### config.mk
export PLATFORM = sky130hd
export DESIGN_NAME = alu_arbiter
export DESIGN_NICKNAME = d
export VERILOG_FILES = /design/src/rtl/alu_arbiter.sv
export SDC_FILE = /design/constraint.sdc
export NUM_CORES = 2
export LEC_CHECK = 0
export CORE_MARGIN = 2
export CORE_UTILIZATION = 40
export CTS_BUF_LIST = sky130_fd_sc_hd__clkbuf_4 sky130_fd_sc_hd__clkbuf_8 sky130_fd_sc_hd__clkbuf_16
export DETAILED_ROUTE_END_ITERATION = 10
export GPL_ROUTABILITY_DRIVEN = 1
export PLACE_DENSITY_LB_ADDON = 0.25
export SLEW_MARGIN = 20
export SYNTH_ARGS = -nofsm -noshare
export SYNTH_HDL_FRONTEND = slang
export SYNTH_SLANG_ARGS = --single-unit
export TNS_END_PERCENT = 1
### constraint.sdc
create_clock -name clk_i -period 8.15 [get_ports clk_i]
set_input_delay 1.63 -clock clk_i [delete_from_list [all_inputs] [get_ports clk_i]]
set_output_delay 1.63 -clock clk_i [all_outputs]
set_load 0.005 [all_outputs]
### src/rtl/alu_arbiter.sv
// ---------------------------------------------------------------------------
// alu_arbiter
//
// Shares one 32-bit ALU between two requesters. A three-state FSM
// (IDLE -> EXEC -> DONE) accepts one operation at a time, picks the
// requester round-robin when both ask in the same cycle, runs the ALU from
// latched operands, and presents the result until the consumer takes it.
//
// Parameters
//   MUL_LAT        EXEC cycles spent on a multiply (op 3'b101), 1..15
//
// Ports
//   clk_i          clock, rising edge active
//   rst_i          asynchronous active-high reset
//   req0_valid_i   requester 0 has an operation
//   req0_ready_o   requester 0 operation accepted this cycle
//   req0_op_i      requester 0 opcode (3 bits)
//   req0_src1_i    requester 0 operand 1 (32 bits)
//   req0_src2_i    requester 0 operand 2 (32 bits)
//   req1_*         same set of signals for requester 1
//   rsp_valid_o    result available
//   rsp_ready_i    consumer takes the result
//   rsp_id_o       index of the requester that owns the result
//   rsp_result_o   ALU result (32 bits)
//   busy_o         high whenever the FSM is not in IDLE
// ---------------------------------------------------------------------------

// ---------------------------------------------------------------------------
// alu_arbiter_alu
//
// Purely combinational ALU used by alu_arbiter.
//
// Ports
//   op_i    opcode: 000 AND, 001 XOR, 010 SLL, 011 ADD, 100 SUB,
//           101 MUL (low 32 bits), 110 ADD, 111 SRA
//   src1_i  operand 1, treated as signed
//   src2_i  operand 2, treated as signed; shifts use only bits [4:0]
//   res_o   32-bit wrap-around result
// ---------------------------------------------------------------------------
module alu_arbiter_alu (
    input  logic [2:0]  op_i,
    input  logic [31:0] src1_i,
    input  logic [31:0] src2_i,
    output logic [31:0] res_o
);

    logic [4:0] shamt;

    assign shamt = src2_i[4:0];

    // The low 32 bits of a product are identical for signed and unsigned
    // interpretation, so a plain 32-bit multiply gives the wrapped result.
    // Only the arithmetic right shift needs the signed view of src1.
    always_comb begin
        res_o = 32'd0;
        case (op_i)
            3'b000:  res_o = src1_i & src2_i;
            3'b001:  res_o = src1_i ^ src2_i;
            3'b010:  res_o = src1_i << shamt;
            3'b011:  res_o = src1_i + src2_i;
            3'b100:  res_o = src1_i - src2_i;
            3'b101:  res_o = src1_i * src2_i;
            3'b110:  res_o = src1_i + src2_i;
            3'b111:  res_o = 32'($signed(src1_i) >>> shamt);
            default: res_o = 32'd0;
        endcase
    end

endmodule

module alu_arbiter #(
    parameter int unsigned MUL_LAT = 3
) (
    input  logic        clk_i,
    input  logic        rst_i,

    input  logic        req0_valid_i,
    output logic        req0_ready_o,
    input  logic [2:0]  req0_op_i,
    input  logic [31:0] req0_src1_i,
    input  logic [31:0] req0_src2_i,

    input  logic        req1_valid_i,
    output logic        req1_ready_o,
    input  logic [2:0]  req1_op_i,
    input  logic [31:0] req1_src1_i,
    input  logic [31:0] req1_src2_i,

    output logic        rsp_valid_o,
    input  logic        rsp_ready_i,
    output logic        rsp_id_o,
    output logic [31:0] rsp_result_o,

    output logic        busy_o
);

    localparam logic [2:0] OP_MUL = 3'b101;

    typedef enum logic [1:0] {
        IDLE = 2'd0,
        EXEC = 2'd1,
        DONE = 2'd2
    } state_t;

    state_t      state_q;
    state_t      state_d;

    logic        last_grant_q;
    logic        grant;
    logic        accept;
    logic        exec_done;

    logic [2:0]  sel_op;
    logic [31:0] sel_src1;
    logic [31:0] sel_src2;
    logic [3:0]  cnt_load;

    logic [2:0]  op_q;
    logic [31:0] src1_q;
    logic [31:0] src2_q;
    logic        id_q;
    logic [3:0]  cnt_q;

    logic [31:0] alu_res;

    // Round-robin pick: a lone valid requester always wins; on a tie the
    // requester that was not granted last time gets the slot. The result is
    // only meaningful when at least one valid is high, which is the only
    // time the FSM acts on it.
    always_comb begin
        grant = 1'b0;
        if (req0_valid_i && req1_valid_i) begin
            grant = ~last_grant_q;
        end else if (req1_valid_i) begin
            grant = 1'b1;
        end else begin
            grant = 1'b0;
        end
    end

    // Operand/opcode mux towards the capture registers; the ALU itself never
    // sees the request ports.
    assign sel_op   = grant ? req1_op_i   : req0_op_i;
    assign sel_src1 = grant ? req1_src1_i : req0_src1_i;
    assign sel_src2 = grant ? req1_src2_i : req0_src2_i;

    // The counter holds the number of EXEC cycles still to go after the
    // current one, so a value of zero marks the last EXEC cycle.
    assign cnt_load = (sel_op == OP_MUL) ? 4'(MUL_LAT - 1) : 4'd0;

    // FSM state register.
    always_ff @(posedge clk_i or posedge rst_i) begin
        if (rst_i) begin
            state_q <= IDLE;
        end else begin
            state_q <= state_d;
        end
    end

    // FSM next-state and handshake decode. Readies are only raised in IDLE,
    // which also keeps a new accept out of the response handshake cycle.
    always_comb begin
        state_d      = state_q;
        req0_ready_o = 1'b0;
        req1_ready_o = 1'b0;
        accept       = 1'b0;
        exec_done    = 1'b0;
        case (state_q)
            IDLE: begin
                if (req0_valid_i || req1_valid_i) begin
                    accept = 1'b1;
                    if (grant) begin
                        req1_ready_o = 1'b1;
                    end else begin
                        req0_ready_o = 1'b1;
                    end
                    state_d = EXEC;
                end
            end
            EXEC: begin
                if (cnt_q == 4'd0) begin
                    exec_done = 1'b1;
                    state_d   = DONE;
                end
            end
            DONE: begin
                if (rsp_ready_i) begin
                    state_d = IDLE;
                end
            end
            default: begin
                state_d = IDLE;
            end
        endcase
    end

    // Operation capture, arbitration history and the EXEC down-counter.
    // Everything here is cleared by reset so an operation in flight is simply
    // forgotten.
    always_ff @(posedge clk_i or posedge rst_i) begin
        if (rst_i) begin
            op_q         <= 3'd0;
            src1_q       <= 32'd0;
            src2_q       <= 32'd0;
            id_q         <= 1'b0;
            last_grant_q <= 1'b1;
            cnt_q        <= 4'd0;
        end else begin
            if (accept) begin
                op_q         <= sel_op;
                src1_q       <= sel_src1;
                src2_q       <= sel_src2;
                id_q         <= grant;
                last_grant_q <= grant;
                cnt_q        <= cnt_load;
            end else if ((state_q == EXEC) && (cnt_q != 4'd0)) begin
                cnt_q <= cnt_q - 4'd1;
            end
        end
    end

    // Response registers: loaded once on the last EXEC cycle and left alone
    // afterwards, so they stay stable for as long as the consumer stalls.
    always_ff @(posedge clk_i or posedge rst_i) begin
        if (rst_i) begin
            rsp_result_o <= 32'd0;
            rsp_id_o     <= 1'b0;
        end else if (exec_done) begin
            rsp_result_o <= alu_res;
            rsp_id_o     <= id_q;
        end
    end

    alu_arbiter_alu u_alu (
        .op_i   (op_q),
        .src1_i (src1_q),
        .src2_i (src2_q),
        .res_o  (alu_res)
    );

    assign rsp_valid_o = (state_q == DONE);
    assign busy_o      = (state_q != IDLE);

endmodule

==> metrics.md <==
| Metric | Value |
|---|---|
| Post-detail-place hpwl | `80920 um` |
| CP arrival | `8110 ps` |
| Largest net degree at the start of global routing | `86` |
| Max_cap viols | `0` |
| Clk_skew | `22.76 ps` |
| DRC | `0` |
| Clock-pin slew on the worst setup and hold paths | `90 ps` |
| Hold-critical path depth | `2` |
| Fin crit period | `7753 ps` |
| Worst hold path endpoint | `rsp_id_o$_DFFE_PP0P_` |
| Syn Inst Count | `3102` |
| First-pass GRT wire length | `156600 um` |
| Gr usage total | `30.12%` |
| Mapped Nets | `3838` |
| Crit path launch type | `flop` |
| Routability Congestion | `1.002` |
| Clk buf depth | `2` |
| I/O pin count | `176` |
| Reg-to-Reg End | `rsp_result_o[30]$_DFFE_PP0P_` |
| Initial DRC count | `2812` |
| Hold Fails Final Rpt | `0` |
| Nets | `3889` |
| Routed vias/inst | `5.925` |
| Netlist cell types | `76` |
| Cts repair resizes | `0` |
| Mean Syn Cell Area | `8.775 um2` |
| Synth Cell Area | `27220 um2` |
| Post-synth ARST share | `100.0%` |
| Critical path peak fanout | `14` |
| Die height | `264.9 um` |
| Crit path required time | `8510 ps` |
| Die W | `264.9 um` |
| Peak Freq | `129.0 MHz` |
| Final worst path period share | `95.13%` |
| CTS Sinks | `108` |
| RSZ-0062 raised after global routing | `no` |
| Final ANT Viol Nets | `0` |
| Rows | `95` |
| Number of global-route vias before repair | `24279` |
| Initial antenna violation count | `4` |
| Core area | `67280 um2` |
| Starting density of the core | `40.46%` |
| Layout cells sized above 1 | `7.188%` |
| #FFs+latches synth | `108` |
| Die area | `70150 um2` |
| Yosys warns | `0` |
| Crit. End Element | `flop` |
| EDFF count, synth | `0` |
| R2R Setup Slk | `400 ps` |
| Total negative slack | `0 ps` |
| Total wire length | `104800 um` |
| CTS Hold Bufs | `0` |
| Drt wl/cell | `25.97 um` |
| Sequential-to-total area share from yosys stat | `9.933%` |
| Main flop type after synthesis | `dfrtp_1` |
| Slew Viols, Final | `0` |
| DR vias | `23902` |
| Htree depth | `3` |
| R2R depth | `23` |
| Layout area overhead | `11.42%` |
| Port Buffer Count | `175` |
| Setup Buffers After CTS | `0` |
| Cts bufs inserted | `9` |
| Rel. slew slack | `19.08%` |
| Critical path class | `reg2reg` |
| Worst slew pin tran | `1201 ps` |
| Reg-to-Reg Start | `src2_q[9]$_DFFE_PP0P_` |
| TritonRoute pass-1 iters | `7` |
| HP Start | `id_q$_DFFE_PP0P_` |
| Gr ovfl total | `0` |
| Hold crit path type | `reg2reg` |
| CTS root buf | `clkbuf_16` |
| Final setup violation count | `0` |
| Status | `finished clean` |
| Worst-Skew Late Latency | `420 ps` |
| TritonCTS clock tree | `built` |
-- worst max-delay path: stages, from the launching register on --
cell	delay, ps
dfrtp_1	780
ha_1	460
inv_1	100
fa_1	400
inv_1	80
fa_1	430
fa_1	520
inv_1	50
fa_1	510
inv_1	60
fa_1	480
fa_1	580
fa_1	440
fa_1	440
ha_1	400
nand2_1	90
or2_2	310
nor2_1	110
o211ai_1	160
a31oi_1	360
o21ai_0	160
or4_1	490
a31o_2	250
nand2_1	50
-- synthesized netlist by cell type (all sizes together) (16+ instances only) --
cell type	instances	area [um2]
o21a	18	135.1
xor2	36	315.3
dfrtp	107	2678
nand2b	19	118.9
a21oi	118	590.6
a21o	25	187.7
mux2	16	180.2
ha	188	2352
xnor2	94	823.3
mux2i	73	730.7
a31oi	19	118.9
a221oi	18	157.7
fa	409	8188
o21ai	136	684.4
inv	467	1753
buf	24	111.4
o31ai	16	125.1
o22ai	19	118.9
o211ai	18	135.1
nand3	19	95.09
nand2	321	1205
and2	308	1927
mux4	58	1306
nor2	138	518.0
clkbuf	212	795.8
nor3	23	115.1
a222oi	54	540.5
-- sequential cells by signal, summed over array words and instances (netlist names) --
register,flops
cnt_q,4
last_grant_q,1
rsp_id_o,1
src2_q,32
id_q,1
rsp_result_o,32
op_q,3
src1_q,32
state_q,2
-- stage by stage --
step                area [um2]  setup slack, ps  hold WS (ps)  utilization, %  instances
finish                   30330            396.7         470.7           45.08       4034
global route             30320            88.25         499.3           45.07       4031
CTS                      30320            421.2         475.3           45.07       4031
detailed placement       30000            455.6         456.2           44.60       4015
global placement         30000            522.2         454.4           44.60       4015
floorplan                27220            57.30         439.5               -       3102
-- cell families after synthesis --
kind of cell / count (synthesis) / synth area share [%]
flip-flops: 108 / 9.933
multiplexers: 147 / 8.145
AND/OR/NAND/NOR: 891 / 16.24
adder cells (fa/ha/maj): 597 / 38.72
buffers and inverters: 703 / 9.772
AO/OA/AOI/OAI: 525 / 12.93
XOR/XNOR: 131 / 4.266
-- placed cells by master (no fill, tap or decap), types with 12 or more instances in the layout --
master,n
inv_1,465
fa_1,409
nand2_1,319
and2_1,307
ha_1,188
clkdlybuf4s50_1,175
nor2_1,135
o21ai_0,132
a21oi_1,118
dfrtp_1,102
buf_4,99
xnor2_1,94
mux2i_1,73
mux4_2,58
a222oi_1,54
xor2_1,36
a21o_1,25
nor3_1,23
nand3_1,19
o22ai_1,19
nand2b_1,19
a31oi_1,19
a221oi_1,18
o211ai_1,18
o21a_1,18
mux2_2,16
o31ai_1,15
nor2b_1,14
a211oi_1,12
-- worst max-delay path by stage --
stage | cells after the start | slack (ps) | end | start
4_1_cts | 23 | 420 | rsp_result_o[30]$_DFFE_PP0P_ | src2_q[9]$_DFFE_PP0P_
5_1_grt | 23 | 90 | rsp_result_o[30]$_DFFE_PP0P_ | src2_q[9]$_DFFE_PP0P_
3_5_place_dp | 23 | 460 | rsp_result_o[30]$_DFFE_PP0P_ | src2_q[9]$_DFFE_PP0P_
2_1_floorplan | 28 | 60 | rsp_result_o[30]$_DFFE_PP0P_ | src2_q[2]$_DFFE_PP0P_
3_3_place_gp | 23 | 520 | rsp_result_o[30]$_DFFE_PP0P_ | src2_q[9]$_DFFE_PP0P_
6_report | 23 | 400 | rsp_result_o[30]$_DFFE_PP0P_ | src2_q[9]$_DFFE_PP0P_
-- metal layers --
| metal | vias to the layer above | track usage (%) | routed length [um] |
|---|---|---|---|
| met3 | 245 | 6.753 | 11520 |
| met1 | 12037 | 41.70 | 43260 |
| met4 | 4 | 13.67 | 5458 |
| met5 | - | 0 | 24 |
| li1 | 10236 | - | - |
| met2 | 1380 | 44.98 | 44500 |
-- final cells by class --
cell class	instances	area [um2]
diodes	3	7.507
clock buffers	13	274.0
clock inverters	3	43.79
fillers	6684	36950
inverters	467	1755
multi-input cells	2291	21900
flip-flops and latches	108	2720
well taps	873	1092
repair buffers	276	2535
Power is not shown: default switching activity piles up to over one toggle a cycle in this logic, so the estimate is an artifact.
